### src/rtl/r8_sum_ctrl_if.sv
// Handshake/strobe bundle between the line-buffer feeder, r8_sum_ctrl and the R8 sum datapath.
// valid_i marks a column vector on the datapath input; there is no ready, the controller never stalls.
interface r8_sum_ctrl_if;
    logic       start_i;
    logic       valid_i;
    logic       start_en;
    logic       count_en;
    logic       ld_en;
    logic       sum_en;
    logic       cum_en;
    logic       valid_o;
    logic [9:0] out_col;
    logic [9:0] out_row;
    logic       busy_o;
    logic       done_o;
    logic       err_o;
    logic [1:0] dbg_state;

    modport master (
        output start_i, valid_i,
        input  start_en, count_en, ld_en, sum_en, cum_en,
        input  valid_o, out_col, out_row, busy_o, done_o, err_o, dbg_state
    );

    modport slave (
        input  start_i, valid_i,
        output start_en, count_en, ld_en, sum_en, cum_en,
        output valid_o, out_col, out_row, busy_o, done_o, err_o, dbg_state
    );
endinterface

### src/rtl/r8_sum_ctrl.sv
// Sequencing controller for the radius-8 windowed column-sum datapath: frame FSM,
// input column/row tracking, column tag pipeline, accumulator strobes and window tagging.
module r8_sum_ctrl #(
    parameter int COLS     = 32,
    parameter int ROWS     = 32,
    parameter int WIN      = 17,
    parameter int PIPE_LAT = 6
) (
    input logic         clk,
    input logic         rst,
    r8_sum_ctrl_if.slave bus
);

    if (COLS > 1023 || ROWS > 1023 || COLS < WIN || ROWS < WIN || PIPE_LAT < 1) begin : g_param_err
        $error("r8_sum_ctrl: COLS/ROWS must be in WIN..1023 and PIPE_LAT >= 1");
    end

    typedef enum logic [1:0] {
        IDLE  = 2'd0,
        RUN   = 2'd1,
        DRAIN = 2'd2
    } state_t;

    localparam logic [9:0] COL_LAST  = 10'(COLS - 1);
    localparam logic [9:0] ROW_LAST  = 10'(ROWS - WIN);
    localparam logic [9:0] WIN_W     = 10'(WIN);
    localparam logic [9:0] WIN_M1    = 10'(WIN - 1);
    localparam logic [9:0] OCOL_LAST = 10'(COLS - WIN);

    state_t              state_q, state_d;
    logic [9:0]          in_col_q, in_col_d;
    logic [9:0]          in_row_q, in_row_d;
    logic [PIPE_LAT-1:0] tv_q, tv_d;
    logic [9:0]          tc_q [PIPE_LAT];
    logic [9:0]          tc_d [PIPE_LAT];
    logic                valid_o_q, valid_o_d;
    logic [9:0]          out_col_q, out_col_d;
    logic [9:0]          out_row_q, out_row_d;
    logic                busy_q, busy_d;
    logic                done_q, done_d;
    logic                err_q, err_d;

    logic                accept;
    logic                t_vld;
    logic [9:0]          t_col;
    logic                pipe_rest;

    assign accept = (state_q == RUN) & bus.valid_i;
    assign t_vld  = tv_q[PIPE_LAT-1];
    assign t_col  = tc_q[PIPE_LAT-1];

    always_comb begin
        state_d   = state_q;
        in_col_d  = in_col_q;
        in_row_d  = in_row_q;
        err_d     = err_q;
        out_row_d = out_row_q;
        pipe_rest = 1'b0;

        // Younger tags still in flight keep the frame in DRAIN.
        for (int i = 0; i < PIPE_LAT - 1; i++) begin
            pipe_rest = pipe_rest | tv_q[i];
        end

        if (valid_o_q && (out_col_q == OCOL_LAST)) begin
            out_row_d = out_row_q + 10'd1;
        end

        case (state_q)
            IDLE: begin
                if (bus.start_i) begin
                    state_d   = RUN;
                    in_col_d  = '0;
                    in_row_d  = '0;
                    out_row_d = '0;
                end
            end
            RUN: begin
                if (accept) begin
                    if (in_col_q == COL_LAST) begin
                        in_col_d = '0;
                        if (in_row_q == ROW_LAST) begin
                            state_d = DRAIN;
                        end else begin
                            in_row_d = in_row_q + 10'd1;
                        end
                    end else begin
                        in_col_d = in_col_q + 10'd1;
                    end
                end else if (in_col_q != '0) begin
                    // Mid-row gap: restart the row from column 0, the feeder re-sends it.
                    err_d    = 1'b1;
                    in_col_d = '0;
                end
            end
            DRAIN: begin
                if (done_q) begin
                    state_d = IDLE;
                end
            end
            default: state_d = IDLE;
        endcase

        tv_d[0] = accept;
        tc_d[0] = in_col_q;
        for (int i = 1; i < PIPE_LAT; i++) begin
            tv_d[i] = tv_q[i-1];
            tc_d[i] = tc_q[i-1];
        end

        valid_o_d = t_vld & (t_col >= WIN_M1);
        out_col_d = valid_o_d ? (t_col - WIN_M1) : out_col_q;
        done_d    = (state_q == DRAIN) & t_vld & ~pipe_rest;
        busy_d    = (state_d != IDLE);
    end

    always_ff @(posedge clk) begin
        if (rst) begin
            state_q   <= IDLE;
            in_col_q  <= '0;
            in_row_q  <= '0;
            tv_q      <= '0;
            for (int i = 0; i < PIPE_LAT; i++) begin
                tc_q[i] <= '0;
            end
            valid_o_q <= 1'b0;
            out_col_q <= '0;
            out_row_q <= '0;
            busy_q    <= 1'b0;
            done_q    <= 1'b0;
            err_q     <= 1'b0;
        end else begin
            state_q   <= state_d;
            in_col_q  <= in_col_d;
            in_row_q  <= in_row_d;
            tv_q      <= tv_d;
            for (int i = 0; i < PIPE_LAT; i++) begin
                tc_q[i] <= tc_d[i];
            end
            valid_o_q <= valid_o_d;
            out_col_q <= out_col_d;
            out_row_q <= out_row_d;
            busy_q    <= busy_d;
            done_q    <= done_d;
            err_q     <= err_d;
        end
    end

    assign bus.start_en  = accept & (in_col_q == '0);
    assign bus.count_en  = t_vld;
    assign bus.ld_en     = t_vld & (t_col == '0);
    assign bus.sum_en    = t_vld & (t_col != '0);
    assign bus.cum_en    = t_vld & (t_col >= WIN_W);
    assign bus.valid_o   = valid_o_q;
    assign bus.out_col   = out_col_q;
    assign bus.out_row   = out_row_q;
    assign bus.busy_o    = busy_q;
    assign bus.done_o    = done_q;
    assign bus.err_o     = err_q;
    assign bus.dbg_state = state_q;

endmodule

### src/flat_wrapper.sv
// flat-port wrapper written by rule: the top's interface ports become plain ports
module r8_sum_ctrl_flat 
#(
    parameter int COLS     = 32,
    parameter int ROWS     = 32,
    parameter int WIN      = 17,
    parameter int PIPE_LAT = 6
)
  (clk, rst, bus_start_i, bus_valid_i, bus_start_en, bus_count_en, bus_ld_en, bus_sum_en, bus_cum_en, bus_valid_o, bus_out_col, bus_out_row, bus_busy_o, bus_done_o, bus_err_o, bus_dbg_state);
  r8_sum_ctrl_if bus_i ();
  input logic clk;
  input logic rst;
  input wire logic [$bits(bus_i.start_i)-1:0] bus_start_i;
  input wire logic [$bits(bus_i.valid_i)-1:0] bus_valid_i;
  output wire logic [$bits(bus_i.start_en)-1:0] bus_start_en;
  output wire logic [$bits(bus_i.count_en)-1:0] bus_count_en;
  output wire logic [$bits(bus_i.ld_en)-1:0] bus_ld_en;
  output wire logic [$bits(bus_i.sum_en)-1:0] bus_sum_en;
  output wire logic [$bits(bus_i.cum_en)-1:0] bus_cum_en;
  output wire logic [$bits(bus_i.valid_o)-1:0] bus_valid_o;
  output wire logic [$bits(bus_i.out_col)-1:0] bus_out_col;
  output wire logic [$bits(bus_i.out_row)-1:0] bus_out_row;
  output wire logic [$bits(bus_i.busy_o)-1:0] bus_busy_o;
  output wire logic [$bits(bus_i.done_o)-1:0] bus_done_o;
  output wire logic [$bits(bus_i.err_o)-1:0] bus_err_o;
  output wire logic [$bits(bus_i.dbg_state)-1:0] bus_dbg_state;
  assign bus_i.start_i = bus_start_i;
  assign bus_i.valid_i = bus_valid_i;
  assign bus_start_en = bus_i.start_en;
  assign bus_count_en = bus_i.count_en;
  assign bus_ld_en = bus_i.ld_en;
  assign bus_sum_en = bus_i.sum_en;
  assign bus_cum_en = bus_i.cum_en;
  assign bus_valid_o = bus_i.valid_o;
  assign bus_out_col = bus_i.out_col;
  assign bus_out_row = bus_i.out_row;
  assign bus_busy_o = bus_i.busy_o;
  assign bus_done_o = bus_i.done_o;
  assign bus_err_o = bus_i.err_o;
  assign bus_dbg_state = bus_i.dbg_state;
  r8_sum_ctrl #(.COLS(COLS), .ROWS(ROWS), .WIN(WIN), .PIPE_LAT(PIPE_LAT)) u_core (.clk(clk), .rst(rst), .bus(bus_i));
endmodule
### config.mk
export PLATFORM = sky130hd
export DESIGN_NAME = r8_sum_ctrl_flat
export DESIGN_NICKNAME = d
export VERILOG_FILES = /design/src/rtl/r8_sum_ctrl_if.sv /design/src/rtl/r8_sum_ctrl.sv /design/src/flat_wrapper.sv
export SDC_FILE = /design/constraint.sdc
export NUM_CORES = 1
export LEC_CHECK = 0
export BUFFER_PORTS_ARGS = -buffer_cell sky130_fd_sc_hd__clkbuf_2
export CORE_MARGIN = 1.5
export CORE_UTILIZATION = 51
export CTS_BUF_LIST = sky130_fd_sc_hd__clkbuf_4
export DETAILED_ROUTE_END_ITERATION = 6
export GPL_ROUTABILITY_DRIVEN = 0
export PLACE_DENSITY = 0.73
export SYNTH_ARGS = -nofsm -noshare
export SYNTH_HDL_FRONTEND = slang
export SYNTH_SLANG_ARGS = --single-unit
export TNS_END_PERCENT = 100
### constraint.sdc
create_clock -name clk -period 2 [get_ports clk]
set_input_delay 0.2 -clock clk [delete_from_list [all_inputs] [get_ports clk]]
set_output_delay 0.2 -clock clk [all_outputs]
set_load 0.01 [all_outputs]
Yosys cells after proc, flatten, opt, wreduce, memory -nomap -nowiden
Memory sizes are Yosys's and may differ from the RTL's.
Index checks and enable logic that the tools add are counted.
Word-level totals
  register bits: 52
  memory bits (writable): 60
  input bits: 4
  output and inout port bits: 31
  logic and storage cells: 85
  memories kept: 1
Cells by class
  add/subtract/negate cells: 4
  order comparisons: 2
  equality and inequality tests: 10
  mux-type cells: 27
  bitwise operators: 20
  reduce and logical (&&, ||, !) cells: 11
Memories
  u_core.tc_q: words 6, bits a word 10, rd ports 6, clocked after Yosys merged registers in 0, write ports 6, line r8_sum_ctrl.sv:34  | logic [9:0] tc_q [PIPE_LAT];
Operators with widths (number)
  $mux 10: 16
  $pmux 10 s2: 2
  $add 10x1->10 const B: 3
  $eq 10x4->1 const B: 2
  $ge 10x5->1 const B: 2
  $logic_not 10->1: 2
  $reduce_bool 10->1: 2
  $eq 10x5->1 const B: 1
  $mux 2: 5
  $or 1x1->1: 10
  $sub 10x5->10 const B: 1
  $and 1x1->1: 8
  $ne 2x2->1 const B: 3
  $pmux 2 s3: 1
  $reduce_and 3->1: 2
  $reduce_and 5->1: 1
  $reduce_bool 2->1: 2
  $mux 1: 3
  $ne 3x2->1 const B: 1
  $eq 2x1->1 const B: 1
  $eq 2x2->1 const B: 1
  $logic_not 2->1: 1
  $ne 2x1->1 const B: 1
  $not 1->1: 2
  $logic_and 1x1->1: 1

Depth between registers and ports, before layout
Gate-level depths: netlist of run 1.
  depth in word-level cells: 6
  gate-level depth with buffers: 9
  mapped depth without buffers: 7

Worst setup path before layout of run 1
OpenSTA, ideal clock, no wires.
  path kind: register to register
  from: register u_core.in_col_q[6]
  to: register u_core.in_row_q[8]
  setup time: 0.070 ns
  data arrival time: 2.090 ns
  data required time: 1.930 ns
  slack: -0.160 ns
  stages on the path, launching flop included: 6
  path buffers: 0
  period minus slack after synthesis: 2.160 ns
  path through: dfxtp_1 -> or4_4 -> o41ai_4 -> nand3_4 -> or4_1 -> a21oi_1
Between the ends
  word-level cells in the longest chain between the ends: 3
RTL lines
  start, declared: line r8_sum_ctrl.sv:31  | logic [9:0] in_col_q, in_col_d;
  start signal, assigned: line r8_sum_ctrl.sv:134  | in_col_q <= in_col_d;
  $eq 10x5->1: line r8_sum_ctrl.sv:80  | if (in_col_q == COL_LAST) begin
  $ne 2x2->1 (no line)
  $reduce_and 5->1 (no line)
  end signal, assigned: line r8_sum_ctrl.sv:135  | in_row_q <= in_row_d;
  end, declared: line r8_sum_ctrl.sv:32  | logic [9:0] in_row_q, in_row_d;
No other way between the ends.
A chain may end at the register's enable or synchronous reset.

Worst setup path in the final report of run 1
  from: register u_core.in_col_q[9]
  to: output port bus_start_en
Between the ends
  word-level cells in the longest chain between the ends: 2
RTL lines
  $logic_not 10->1: line r8_sum_ctrl.sv:149  | assign bus.start_en = accept & (in_col_q == '0);
  $and 1x1->1: line r8_sum_ctrl.sv:149
  end, declared: line flat_wrapper.sv:15  | output wire logic [$bits(bus_i.start_en)-1:0] bus_start_en;
No other way between the ends.

==> results of run 1 <==
==> area by class of cell <==
type                    count  area (um2)
multi-input cells         267        1780
flip-flops and latches    112        2250
inverters                  11        41.3
repair buffers             70         478
clock inverters             3        43.8
clock buffers              12        90.1
fillers                   634        2880
well taps                 102         128
==> sequential cells by signal, summed over array words and instances (netlist names) <==
signal and cells:
u_core.tc_q 60, u_core.bus.done_o 1, u_core.bus.dbg_state 2, u_core.bus.out_col 10
u_core.bus.valid_o 1, u_core.in_col_q 10, u_core.bus.out_row 10, u_core.in_row_q 10
u_core.bus.busy_o 1, u_core.bus.err_o 1, u_core.tv_q 6
==> through the flow <==
stage | total power [mW] | TNS [ns] | area [um2]
global placement | 2.45 | -0.781 | 4490
global route | 3.68 | -4.98 | 4810
detailed placement | 2.46 | -2.04 | 4490
finish | 3.53 | -3.55 | 4810
CTS | 3.54 | -1.58 | 4740
floorplan | 2.39 | -0.336 | 4030
==> Yosys cell counts, types with 2 or more instances <==
| master | count |
|---|---|
| nor3b_1 | 2 |
| nand2b_1 | 3 |
| xnor2_1 | 14 |
| nor2b_1 | 63 |
| a31oi_1 | 2 |
| dfxtp_1 | 112 |
| or3_1 | 12 |
| xor2_1 | 7 |
| o31ai_1 | 3 |
| nor4_1 | 5 |
| and3_1 | 5 |
| nor3_1 | 8 |
| nand3_1 | 10 |
| nand2_1 | 16 |
| buf_1 | 2 |
| a21oi_1 | 14 |
| or4_1 | 4 |
| a211oi_1 | 6 |
| mux2i_1 | 5 |
| o21ai_0 | 9 |
| nor2_1 | 47 |
| clkbuf_1 | 14 |
| and2_1 | 2 |
| inv_1 | 11 |
| ha_1 | 7 |
| nand4_1 | 7 |
==> cells by family (layout without fill, tap and decap cells) <==
| family | count (synthesis) | count (layout) | synth area share |
|---|---|---|---|
| adders and majority gates | 7 | 7 | 0.0218 |
| and+or+nand+nor | 192 | 192 | 0.265 |
| buffers and inverters | 27 | 96 | 0.0252 |
| xor gates and xnor gates | 21 | 21 | 0.0458 |
| DFF | 112 | 112 | 0.558 |
| muxes | 5 | 5 | 0.0125 |
| AOI/OAI and AO/OA | 42 | 42 | 0.0711 |
==> routing by layer <==
metal | up-vias | track usage | routed length (um)
met5 | - | 0 | 0
met4 | 0 | 0.0859 | 118
met3 | 9 | 0.0257 | 179
met2 | 45 | 0.299 | 3430
met1 | 1335 | 0.217 | 3280
li1 | 1495 | - | -
==> timing repair <==
item	CTS	global route
pin swaps	12	8
endpoints found under the hold margin	0	0
setup buffers	4	4
gates resized for setup	23	14
setup endpoints to repair	22	23
==> layout by cell type, fill, tap and decap left out, types with 6 or more instances in the layout <==
| cell | synthesis | routed |
|---|---|---|
| a211oi_1 | 6 | 6 |
| a21oi_1 | 14 | 10 |
| buf_4 | 0 | 30 |
| buf_6 | 0 | 6 |
| clkbuf_2 | 0 | 33 |
| clkbuf_4 | 0 | 12 |
| dfxtp_1 | 112 | 108 |
| ha_1 | 7 | 6 |
| inv_1 | 11 | 9 |
| nand2_1 | 16 | 16 |
| nand3_1 | 10 | 10 |
| nand4_1 | 7 | 7 |
| nor2_1 | 47 | 44 |
| nor2b_1 | 63 | 63 |
| nor3_1 | 8 | 8 |
| or3_1 | 12 | 10 |
| xnor2_1 | 14 | 14 |
| xor2_1 | 7 | 7 |
==> power groups by stage <==
stage | registers (mW) | logic [mW] | clock network, mW
3_3_place_gp | 2.30 | 0.149 | 0
2_1_floorplan | 2.30 | 0.0933 | 0
4_1_cts | 2.25 | 0.183 | 1.11
5_1_grt | 2.26 | 0.214 | 1.21
6_report | 2.25 | 0.198 | 1.08
3_5_place_dp | 2.30 | 0.155 | 0
==> path summary, 6_finish.rpt <==
kind	to
max	bus_start_en
min	u_core.in_row_q[1]
max reg2reg	u_core.in_row_q[6]
min reg2reg	u_core.tc_q[0][16]
==> worst max-delay path: cells and delay by family, from the launching register on <==
kind          cells  cell delay (ns)
simple gates      3             0.97
buf+inv           3             0.37
flops             1             0.35
==> metrics.md, run 1 <==
| Metric | Value |
|---|---|
| Worst path max stage delay | 0.53 ns |
| Diode count | 0 |
| First-pass GRT wire length | 11,900 um |
| Place WS | -0.147 ns |
| Synthesis warning total | 0 |
| Via count | 2,884 |
| Port bufs | 34 |
| Hold Path Class | in -> reg |
| Pins Over Slew Limit | 0 |
| Num ports | 35 |
| Area share of the leading cell type in the synthesized netlist | 0.558 |
| CTS Sinks | 112 |
| Initial antenna violation count | 0 |
| Min Tclk post-route | 2.33 ns |
| Worst EP arrival | 2.13 ns |
| Post-route ant nets | 0 |
| Vias in the first global route | 2,651 |
| Pin count of the biggest net entering global routing | 43 |
| Cell type with the largest total area after synthesis | dfxtp_1 |
| Logic gate share of total power | 0.056 |
| Sequential power share | 0.638 |
| Total Routed Length | 7000 um |
| Post-layout util | 0.626 |
| Total track usage | 0.175 |
| CP max FO | 3 |
| NetSw | 0.783 mW |
| Core area | 7690 um2 |
| Number of max-cap violations | 0 |
| Syn Area/Cell | 9.89 um2 |
| Final Net Count | 482 |
| Inserted Clock Buffers | 9 |
| Cells after DPL | 555 |
| Syn Inst Count | 406 |
| R2R setup slack | -0.29 ns |
| Die W | 91.7 um |
| Finished Layout Cells | 577 |
| Clk root buf | clkbuf_4 |
| Setup WS post-layout | -0.328 ns |
| CTS tree | yes |
| Drc violations | 0 |
| Hold path depth | 2 |
| Count of state elements after synthesis | 112 |
| Die footprint | 8410 um2 |
| Worst R2R Path Depth | 8 |
| Outcome | finished, violations left |
| Cell Pwr Density | 734 nW/um2 |
| Worst-path cell chain | or4_4 -> buf_6 -> or3_4 -> buf_6 -> nor2_4 -> buf_6 |
| Via-to-Cell Ratio | 5.00 |
| Final setup viols | 23 |
| HPWL after detailed placement | 4740 um |
| Starting Density | 0.522 |
| RSZ-0062 raised after global routing | yes |
| Area Overhead vs Synth | 19.9% |
| Clock Pin Slew Worst Setup and Hold Paths | 0.16 ns |
| Max Freq | 430 MHz |
| Slew @ Worst Pin | 0.613 ns |
| LEAKAGE | 1.86 nW |
| Synth Flop Type | dfxtp_1 |
| Average routed wire per standard cell | 12.1 um |
| Hold WS | 0.227 ns |
| Post-synth EDFFs | 0 |
| Failing checks | setup timing |
| Clock share of power | 0.306 |
| Grt ovf | 0 |
| Synth top area cells | dfxtp_1 (56%), nor2b_1 (9.8%), nor2_1 (4.4%) |
| Startpoint types | flop |
| Crit. Startpoint | u_core.in_col_q[9] |
| Rows | 32 |
| 1st-pass router iterations | 4 |
| Critical path type | reg -> out |
| Ys async rst share | 0 |
| Netlist cell types | 42 |
| Internal | 2.75 mW |
| Setup crit end kind | output pin |
| CTS Hold Bufs | 0 |
| Worst VDD drop | 0.345 mV |
| Hold_sp | rst |
| Fin. Hold Viols | 0 |
| Critical R2R Launch | u_core.in_col_q[9] |
| Syn_nets | 417 |
| CP required | 1.80 ns |
| Number of DRC markers in iteration 0 | 96 |
| Rel. slew slack | 0.592 |
| Number of H-tree levels | 3 |
| Switching share of power | 0.222 |
| Period utilisation layout | 1.16 |
| Cell Area, Synth | 4020 um2 |
| Worst skew pair latency | 0.43 ns |
| Layout cells sized above 1 | 0.238 |
| Clock Tree Buf Depth | 2 |
| Worst-case clock skew | 0.0196 ns |
| Slowest stage cell, crit path | or4_4 |
| Sequential area share after synthesis | 0.558 |
| Vert. Die Dim | 91.7 um |
| Most used cell, CP | buf_6 |
Power figures use the tool's default switching activity.
==> run 2, diff against run 1 <==
--- a/config.mk
+++ b/config.mk
@@ -11,7 +11,9 @@
 export CTS_BUF_LIST = sky130_fd_sc_hd__clkbuf_4
 export DETAILED_ROUTE_END_ITERATION = 6
 export GPL_ROUTABILITY_DRIVEN = 0
+export MAX_ROUTING_LAYER = met4
 export PLACE_DENSITY = 0.73
+export RECOVER_POWER = 100
 export SYNTH_ARGS = -nofsm -noshare
 export SYNTH_HDL_FRONTEND = slang
 export SYNTH_SLANG_ARGS = --single-unit
==> run 2 against run 1 <==
Effect of this change: the flow still finishes with violations (setup timing); flip-flop and latch count stayed put; highest routed layer unchanged; largest cell class unchanged; routed wire length is 0.17% higher; clock-buffer cell count stayed put; non-clock buffer count stayed put; critical path depth stayed put; largest power group unchanged.
==> metrics.md, run 2 (synthesis results as in run 1) <==
| Metric | Value |
|---|---|
| Outcome | finished, violations left |
| Failing checks | setup timing |
| Via-to-Cell Ratio | 5.01 |
| Post-layout util | 0.623 |
| Total track usage | 0.181 |
| Hold WS | 0.310 ns |
| CTS Hold Bufs | 0 |
| Number of H-tree levels | 3 |
| Min Tclk post-route | 2.33 ns |
| Total Routed Length | 7010 um |
| Hold Path Class | in -> reg |
| Initial antenna violation count | 0 |
| Rows | 32 |
| CP max FO | 3 |
| Die W | 91.7 um |
| Worst-path cell chain | or4_4 -> buf_6 -> or3_4 -> buf_6 -> nor2_4 -> buf_6 |
| Slowest stage cell, crit path | or4_4 |
| Critical path type | reg -> out |
| Max Freq | 428 MHz |
| Clock Pin Slew Worst Setup and Hold Paths | 0.15 ns |
| Core area | 7690 um2 |
| Average routed wire per standard cell | 12.2 um |
| 1st-pass router iterations | 6 |
| CTS tree | yes |
| Clock Tree Buf Depth | 2 |
| RSZ-0062 raised after global routing | yes |
| Setup crit end kind | output pin |
| Port bufs | 34 |
| Number of max-cap violations | 0 |
| Worst skew pair latency | 0.44 ns |
| CTS Sinks | 112 |
| Area Overhead vs Synth | 19.3% |
| Worst path max stage delay | 0.53 ns |
| Area of the multi-input gates | 1780 um2 |
| Post-route ant nets | 0 |
| Rel. slew slack | 0.370 |
| First-pass GRT wire length | 11,900 um |
| LEAKAGE | 1.85 nW |
| Layout cells sized above 1 | 0.232 |
| Via count | 2,889 |
| Inserted Clock Buffers | 9 |
| Num ports | 35 |
| Starting Density | 0.522 |
| WP buf/inv | 3 |
| Pin count of the biggest net entering global routing | 43 |
| Pins Over Slew Limit | 0 |
| Total power | 3.53 mW |
| Register bank with the most flops | u_core.tc_q |
| Startpoint types | flop |
| Clk root buf | clkbuf_4 |
| Slew @ Worst Pin | 0.945 ns |
| Cell Pwr Density | 737 nW/um2 |
| Setup TNS Final | -3.46 ns |
| Diode count | 0 |
| Fillers | 639 |
| Vert. Die Dim | 91.7 um |
| Fin. Hold Viols | 0 |
| Setup WS post-layout | -0.334 ns |
| Register area | 2250 um2 |
| CP top delay family | simple AND/OR/NAND/NOR gates |
| Die footprint | 8410 um2 |
| Grt ovf | 0 |
| Worst EP arrival | 2.13 ns |
| Number of DRC markers in iteration 0 | 91 |
| R2R setup slack | -0.28 ns |
| Worst VDD drop | 0.346 mV |
| Most used cell, CP | buf_6 |
| Most frequent cells in the layout | dfxtp_1 (109), nor2b_1 (63), nor2_1 (44) |
| Vias in the first global route | 2,651 |
| CP required | 1.80 ns |
| Final Net Count | 482 |
| Max reg flops | 60 |
| Period utilisation layout | 1.17 |
| Final setup viols | 23 |
| HPWL after detailed placement | 4740 um |
| Worst-case clock skew | 0.0185 ns |
| Drc violations | 0 |
| Commonest non-fill, non-tap cell in the layout | dfxtp_1 |
## run 2: changes by cell type in the layout (fill, tap and decap cells not counted), sizes merged
cell | previous run | this run
buf | 37 | 35
clkbuf | 45 | 47
## run 2: path summary, 6_finish.rpt
path                 startpoint                  to  depth (start not counted)
max          u_core.in_col_q[9]        bus_start_en                          6
min                 bus_valid_i    u_core.bus.err_o                          5
max reg2reg  u_core.in_col_q[9]  u_core.in_row_q[6]                          8
min reg2reg  u_core.tc_q[0][21]  u_core.tc_q[0][31]                          1
## run 2: cell type report
type,instances,area share
Clock buffer,12,0.0188
Clock inverter,3,0.00914
Inverter,11,0.00862
Multi-Input combinational cell,267,0.372
Sequential cell,112,0.469
Tap cell,102,0.0266
Timing Repair Buffer,70,0.0956
## run 2: tightest hold or removal path, delay by kind of cell
kind / cells / cell delay, ns
compound gates: 1 / 0.06
buf+inv: 2 / 0.26
simple gates: 2 / 0.18
## run 2: per-layer routing
metal / vias up / GRT usage / part of all wire
met5: - / - / 0
met4: 0 / 0.0859 / 0.017
met1: 1329 / 0.219 / 0.46
met2: 49 / 0.298 / 0.48
met3: 11 / 0.0257 / 0.034
li1: 1500 / - / -
## run 2: where the power goes
part / switching [mW] / internal (mW)
combinational: 0.113 / 0.0803
clock: 0.665 / 0.420
sequential: 0.00802 / 2.25
## run 2: timing repair
action	in CTS	in global routing
cloned	0	0
resized for setup	23	14
pin swaps	12	8
endpoints found under the setup margin	22	23
setup buffers	4	4
## run 2: metrics by stage
stage                     setup slack, ns  area, um2  cells
after detailed placement           -0.147       4490    555
after global placement            -0.0946       4490    555
after CTS                          -0.359       4740    574
after global routing               -0.387       4790    577
after floorplan                   -0.0864       4030    406
final                              -0.334       4790    577
==> run 3, diff against run 2 <==
--- a/config.mk
+++ b/config.mk
@@ -17,4 +17,4 @@
 export SYNTH_ARGS = -nofsm -noshare
 export SYNTH_HDL_FRONTEND = slang
 export SYNTH_SLANG_ARGS = --single-unit
-export TNS_END_PERCENT = 100
+export TNS_END_PERCENT = 20
==> run 3 against run 2 <==
Effect of this change: the flow still finishes with violations (setup timing); sequential share of layout area increased by 0.67 points; clock power hardly changed; via count is 0.24% higher; die area did not move; design area shrank 1.4%.
==> metrics.md, run 3 (synthesis results as in run 1) <==
| Metric | Value |
|---|---|
| Hold path depth | 5 |
| Number of H-tree levels | 3 |
| 1st-pass router iterations | 4 |
| Final setup viols | 21 |
| Fin. Hold Viols | 0 |
| Diode count | 0 |
| Clock Tree Buf Depth | 2 |
| Worst r2r dst | u_core.in_row_q[6] |
| Commonest non-fill, non-tap cell in the layout | dfxtp_1 |
| Total power | 3.51 mW |
| Critical R2R Launch | u_core.in_col_q[8] |
| Rel. slew slack | 0.369 |
| Place WS | -0.186 ns |
| Die footprint | 8410 um2 |
| Cell Pwr Density | 743 nW/um2 |
| Critical path type | reg -> reg |
| Layout cells sized above 1 | 0.168 |
| Pin count of the biggest net entering global routing | 32 |
| First-pass GRT wire length | 11,700 um |
| Hold_sp | bus_valid_i |
| Slew @ Worst Pin | 0.946 ns |
| HPWL after detailed placement | 4760 um |
| Total Routed Length | 6810 um |
| Inserted Clock Buffers | 9 |
| Min Tclk post-route | 2.31 ns |
| Via-to-Cell Ratio | 5.01 |
| CP required | 2.36 ns |
| Final Net Count | 482 |
| CP max FO | 6 |
| Initial antenna violation count | 0 |
| Port bufs | 34 |
| Startpoint types | flop |
| Total track usage | 0.177 |
| Clk root buf | clkbuf_4 |
| Register bank with the most flops | u_core.tc_q |
| Worst VDD drop | 0.373 mV |
| Vias in the first global route | 2,762 |
| Post-layout util | 0.615 |
| Finished Layout Cells | 578 |
| Pins Over Slew Limit | 0 |
| Worst-case clock skew | 0.0178 ns |
| Most frequent cells in the layout | dfxtp_1 (108), nor2b_1 (63), nor2_1 (43) |
| Worst skew pair latency | 0.43 ns |
| Vert. Die Dim | 91.7 um |
| Starting Density | 0.522 |
| Average routed wire per standard cell | 11.8 um |
| Core area | 7690 um2 |
| Hold Path Class | in -> reg |
| Drc violations | 0 |
| Clock Pin Slew Worst Setup and Hold Paths | 0.15 ns |
| Period utilisation layout | 1.16 |
| Area Overhead vs Synth | 17.7% |
| Die W | 91.7 um |
| Number of DRC markers in iteration 0 | 127 |
| Max reg flops | 60 |
| RSZ-0062 raised after global routing | yes |
| Rows | 32 |
| Setup crit end kind | flop |
| Num ports | 35 |
| Setup WS post-layout | -0.310 ns |
| Worst EP arrival | 2.67 ns |
| Number of max-cap violations | 0 |
| Via count | 2,896 |
| Outcome | finished, violations left |
| CTS tree | yes |
| LEAKAGE | 1.72 nW |
| Post-route ant nets | 0 |
| R2R setup slack | -0.31 ns |
| WHS Endpoint | u_core.bus.err_o |
| CTS Hold Bufs | 0 |
| CTS Sinks | 112 |
| Crit. Startpoint | u_core.in_col_q[8] |
| Grt ovf | 0 |
| Hold WS | 0.326 ns |
| Worst R2R Path Depth | 7 |
| Cells after DPL | 558 |
| Max Freq | 433 MHz |
| Failing checks | setup timing |
## run 3: worst max-delay path by stage
stage                              end  cells past startpoint
CTS                       bus_start_en                      7
global placement    u_core.in_row_q[6]                      5
floorplan           u_core.in_row_q[6]                      5
detailed placement  u_core.in_col_q[0]                      8
finish              u_core.in_row_q[6]                      7
global route              bus_start_en                      6
## run 3: power breakdown
part / internal, mW / switching, mW / total [mW] / leakage, nW
Combinational: 0.0715 / 0.109 / 0.181 / 0.742
Sequential: 2.25 / 0.00852 / 2.25 / 0.905
Clock: 0.401 / 0.677 / 1.08 / 0.0730
Total: 2.72 / 0.795 / 3.51 / 1.72
## run 3: critical path, cell delays in order (launching register included)
cell and delay, ns:
dfxtp_2 0.35, or4_4 0.53, buf_4 0.16, o41ai_4 0.30, buf_4 0.19, nand3_4 0.10
or4_1 0.48, a21oi_1 0.13
## run 3: layer usage
metal	vias up	GRT usage	part of all wire
li1	1500	-	-
met1	1345	0.190	0.44
met2	42	0.321	0.51
met3	9	0.0489	0.037
met4	0	0.0474	0.016
met5	-	-	0
## run 3: layout make-up
type | instances | area, um2
Clock buffer | 10 | 75.1
Clock inverter | 6 | 67.6
Fill cell | 677 | 2960
Inverter | 11 | 41.3
Multi-Input combinational cell | 267 | 1770
Sequential cell | 112 | 2250
Tap cell | 102 | 128
Timing Repair Buffer | 70 | 393
## run 3: per-stage QoR
stage	area, um2	TNS [ns]
6_report	4730	-3.04
4_1_cts	4710	-1.62
5_1_grt	4730	-4.53
3_3_place_gp	4500	-0.966
3_5_place_dp	4500	-2.52
2_1_floorplan	4020	-0.490
## run 3: what timing repair did
action                     CTS  global route
buffers inserted             1             3
resized for setup           17            16
hold endpoints to repair     0             0
setup endpoints to repair   22            22
pin swaps                   14             6
